### src/rtl/mem_bus_arbiter.sv
// Two-master request/acknowledge arbiter for the shared data-memory/IO bus.
// Round-robin or fixed m0 priority; one transaction at a time through ISSUE/WAIT/ACK.
module mem_bus_arbiter #(
  parameter int unsigned RD_LAT     = 1,
  parameter bit          FIXED_PRIO = 1'b0
) (
  input  logic        clk,
  input  logic        reset,
  input  logic        m0_req,
  input  logic        m0_we,
  input  logic [31:0] m0_addr,
  input  logic [31:0] m0_wdata,
  output logic        m0_ack,
  input  logic        m1_req,
  input  logic        m1_we,
  input  logic [31:0] m1_addr,
  input  logic [31:0] m1_wdata,
  output logic        m1_ack,
  output logic [31:0] rdata,
  output logic        mem_we,
  output logic [31:0] mem_addr,
  output logic [31:0] mem_wdata,
  input  logic [31:0] mem_rdata,
  output logic        busy
);

  localparam logic [2:0] LAT = 3'(RD_LAT);

  typedef enum logic [1:0] {S_IDLE, S_ISSUE, S_WAIT, S_ACK} state_t;

  state_t      r_state, w_next;
  logic        r_id, r_we, r_last;
  logic [31:0] r_addr, r_wdata, r_rdata;
  logic [2:0]  r_cnt;
  logic        w_grant, w_gid;

  always_comb begin
    w_next  = r_state;
    w_grant = 1'b0;
    w_gid   = 1'b0;
    unique case (r_state)
      S_IDLE: begin
        if (m0_req && m1_req) begin
          w_grant = 1'b1;
          w_gid   = FIXED_PRIO ? 1'b0 : ~r_last;
        end else if (m0_req) begin
          w_grant = 1'b1;
          w_gid   = 1'b0;
        end else if (m1_req) begin
          w_grant = 1'b1;
          w_gid   = 1'b1;
        end
        if (w_grant) w_next = S_ISSUE;
      end
      S_ISSUE: w_next = r_we ? S_ACK : S_WAIT;
      S_WAIT:  if (r_cnt == 3'd1) w_next = S_ACK;
      S_ACK:   w_next = S_IDLE;
      default: w_next = S_IDLE;
    endcase
  end

  always_ff @(posedge clk) begin
    if (!reset) begin
      r_state <= S_IDLE;
      r_id    <= 1'b0;
      r_we    <= 1'b0;
      r_last  <= 1'b1;
      r_addr  <= '0;
      r_wdata <= '0;
      r_rdata <= '0;
      r_cnt   <= '0;
    end else begin
      r_state <= w_next;
      // Bus address/data come straight from these latches, so they only move at a grant.
      if (w_grant) begin
        r_id    <= w_gid;
        r_we    <= w_gid ? m1_we    : m0_we;
        r_addr  <= w_gid ? m1_addr  : m0_addr;
        r_wdata <= w_gid ? m1_wdata : m0_wdata;
      end
      if (r_state == S_ISSUE && !r_we) r_cnt <= LAT;
      if (r_state == S_WAIT) begin
        r_cnt <= r_cnt - 3'd1;
        if (r_cnt == 3'd1) r_rdata <= mem_rdata;
      end
      if (r_state == S_ACK) r_last <= r_id;
    end
  end

  assign mem_addr  = r_addr;
  assign mem_wdata = r_wdata;
  assign mem_we    = (r_state == S_ISSUE) && r_we;
  assign m0_ack    = (r_state == S_ACK) && !r_id;
  assign m1_ack    = (r_state == S_ACK) &&  r_id;
  assign busy      = (r_state != S_IDLE);
  assign rdata     = r_rdata;

endmodule

### config.mk
export PLATFORM = sky130hd
export DESIGN_NAME = mem_bus_arbiter
export DESIGN_NICKNAME = d
export VERILOG_FILES = /design/src/rtl/mem_bus_arbiter.sv
export SDC_FILE = /design/constraint.sdc
export NUM_CORES = 1
export LEC_CHECK = 0
export CELL_PAD_IN_SITES_DETAIL_PLACEMENT = 1
export CELL_PAD_IN_SITES_GLOBAL_PLACEMENT = 2
export CORE_MARGIN = 1.5
export CORE_UTILIZATION = 23
export CTS_CLUSTER_SIZE = 12
export DETAILED_ROUTE_END_ITERATION = 7
export PLACE_DENSITY = 0.9
export SLEW_MARGIN = 20
export SYNTH_ARGS = -nofsm -noshare
export SYNTH_HDL_FRONTEND = slang
export SYNTH_SLANG_ARGS = --single-unit
### constraint.sdc
create_clock -name clk -period 2.44 [get_ports clk]
set_input_delay 0.488 -clock clk [delete_from_list [all_inputs] [get_ports clk]]
set_output_delay 0.488 -clock clk [all_outputs]
set_load 0.02 [all_outputs]
==> results of run 1 <==
final cells by class:
type	count	share of cell area, %
repair buffers	287	36.12
multi-input cells	395	29.42
flip-flops and latches	104	26.09
well taps	275	4.311
clock buffers	9	2.822
clock inverters	5	0.7368
inverters	10	0.4703
diodes	1	0.03135
worst paths after layout:
path,to,slack [ns],startpoint,depth (start not counted)
min,r_cnt[2],0.40,reset,3
min reg2reg,rdata[16],0.46,rdata[16],2
max reg2reg,mem_addr[4],0.56,r_state[0],6
max,busy,0.11,r_state[0],4
metal layers:
layer / global-route usage, % / part of all wire, % / vias to the layer above / wire [um]
met4: 5.000 / 2.0 / 0 / 399
met3: 6.182 / 8.6 / 24 / 1720
li1: - / - / 2653 / -
met1: 21.07 / 43 / 2557 / 8667
met2: 28.46 / 46 / 212 / 9306
met5: 0 / 0 / - / 0
Yosys cell counts:
cell type,number
inv_1,7
o211ai_1,1
o21a_1,1
clkbuf_2,5
and2_1,1
and3b_1,1
ha_1,8
nand2b_1,3
and2_4,1
buf_2,31
nor2_1,1
o21ai_1,75
clkbuf_1,20
buf_6,8
nor2b_1,2
a2111oi_0,1
a211oi_1,1
nand2_1,68
a22o_1,1
mux2i_1,1
o21ai_0,55
buf_12,6
clkinv_1,1
or2_2,1
dfxtp_1,104
buf_4,6
o31ai_1,1
a21oi_1,34
nand3b_1,1
o21a_4,1
nor3_1,1
o211a_1,2
nand2_2,1
a31oi_1,65
inv_2,2
o2111ai_1,66
a311oi_1,1
sequential cells by signal, summed over array words and instances, names as in the netlist:
signal / flops
r_cnt: 3
mem_addr: 32
r_last: 1
mem_wdata: 32
r_state: 2
r_id: 1
r_we: 1
rdata: 32
through the flow:
stage,std cells,power [uW],instance area [sq um],util [%],worst slack (ns)
6_report,1086,7562,7981,37.73,0.1116
5_1_grt,1085,8031,7979,37.72,0.02474
4_1_cts,1085,7677,7979,37.72,0.09068
3_5_place_dp,1071,6170,7695,36.38,0.3856
3_3_place_gp,1071,6122,7695,36.38,0.4380
2_1_floorplan,585,4524,4976,-,0.7044
worst max-delay path, stage by stage (launching register included):
cell,delay [ns]
dfxtp_1,0.40
inv_1,0.15
ha_2,0.27
inv_1,0.06
clkdlybuf4s50_1,0.61
report_power, final:
group,switching (uW),leakage (uW),total (uW),internal (uW)
clock,672,0.000134,1460,788
combinational,2060,0.00166,3640,1580
sequential,271,0.000856,2460,2190
total,3010,0.00265,7560,4560
kinds of logic (layout without fill, tap and decap cells):
group / after synthesis / count (layout)
AOI/OAI and AO/OA: 305 / 305
DFF: 104 / 104
buffers and inverters: 86 / 311
and+or+nand+nor: 81 / 81
adders and majority gates: 8 / 8
muxes: 1 / 1
other: 0 / 1
==> impl_metrics.csv, run 1 <==
group,metric,value,unit
outcome,status,"completed",
sta,finalSetupViolCount,0,
routing,wl,20090,um
synthesis,postSynthAreaPerCell,8.506,sq um
cts,insertion_delay,0.35,ns
global_routing,grt_pass1_vias,5517,
die,ios,266,
die,rows,53,
synthesis,yosys.area_share.simple,6.814,%
cts,numCtsBuffers,9,
synthesis,yosys.area.top_type,"dfxtp_1",
sta,post-route-period-util,95.43,%
cts,clk_path_buf_depth,2,
power_and_ir_drop,power.density,947.5,nW/um^2
synthesis,yosysTopAreaCellShare,41.84,%
synthesis,yosys-mux-area-fraction,0.2012,%
global_routing,grt_pass1_wl,30420,um
synthesis,synthAdderAreaFrac,2.012,%
sta,fin_tns_setup,0,ns
global_routing,grt_max_degree,54,
final_layout,areaGrowthSynthToFinish,60.40,%
routing,via_count,5446,
sta,skew,0.006296,ns
synthesis,ys_seq_area_share,41.84,%
routing,wl_per_cell,18.50,um
sta,rsz0062_at_grt,"false",
synthesis,synth.distinct_cells,37,
global_routing,antenna_found_initial,1,
cts,clk_pin_slew_worst_paths,0.07,ns
global_routing,grt-ovfl-total,0,
sta,relSlewSlack,59.00,%
sta,fin_crit,2.328,ns
place,dp_hpwl,14230,um
sta,worst_hold_slack,0.4001,ns
synthesis,synth_top_family_by_area,"compound AO/OA/AOI/OAI gates",
final_layout,multi_input_area,2349,sq um
die,die_y,150.1,um
final_layout,num-nets-final,981,
cts,cts-resized-gates,0,
cts,clock_sinks,104,
setup_path,crit_path_end_kind,"primary output",
setup_path,crit_fanout,6,
setup_path,worst_ep_required_time,1.95,ns
global_routing,grt_use_total,17.27,%
setup_path,cp.arrival,1.84,ns
sta,fmax,429.5,MHz
final_layout,seqCellArea,2082,sq um
routing,drt-vias-per-instance,5.015,
synthesis,syn_area,4976,sq um
synthesis,synth.area.top_cells,"dfxtp_1, o2111ai_1, a31oi_1",
cts,cts-root-buf,"clkbuf_16",
die,start_util,23.52,%
cts,holdBufCountCts,0,
synthesis,synth_seq_cells,104,
flow_run,cap_violations,0,
cts,post_cts_buffers,0,
sta,worstMarginPinSlew,0.6151,ns
place,gp_congestion,0.7235,
final_layout,final_common_cell,"clkdlybuf4s50_1",
synthesis,yosys_warnings,0,
synthesis,synthCells,585,
place,portBuffers,265,
die,core_area,21150,sq um
setup_path,critical_path_class,"register to primary output",
hold_path,worst_hold_path_type,"input port to register",
die,die-area,22530,sq um
synthesis,synth_compound_area_share,38.12,%
routing,drc_errors,0,
setup_path,critPathLaunchType,"register",
final_layout,final_cell_mix,"clkdlybuf4s50_1, dfxtp_1, o21ai_1",
die,die_w,150.1,um
sta,slew_violations,0,
synthesis,synth_nets,759,
final_layout,final_layout_size_suffix_gt1_share,5.556,%
power_and_ir_drop,cellLeakagePower,0.002645,uW
cts,tritoncts,"built",
routing,dr.pass1.iters,4,
final_layout,fillers,2477,
cts,h-tree-depth,3,
routing,postRouteAntennaNets,0,
power_and_ir_drop,peakVddDrop,0.0003344,V
sta,hold_viol,0,
synthesis,synth_xor_area_share,0,%
routing,drt-initial-drc-count,200,
Note: power is estimated with default switching activity, not from simulation.
==> inputs of run 2 (changes only) <==
--- a/config.mk
+++ b/config.mk
@@ -5,6 +5,7 @@
 export SDC_FILE = /design/constraint.sdc
 export NUM_CORES = 1
 export LEC_CHECK = 0
+export CAP_MARGIN = 20
 export CELL_PAD_IN_SITES_DETAIL_PLACEMENT = 1
 export CELL_PAD_IN_SITES_GLOBAL_PLACEMENT = 2
 export CORE_MARGIN = 1.5
==> results of run 2 <==
The final DEF is identical to that of run 1; final timing and power are the same.
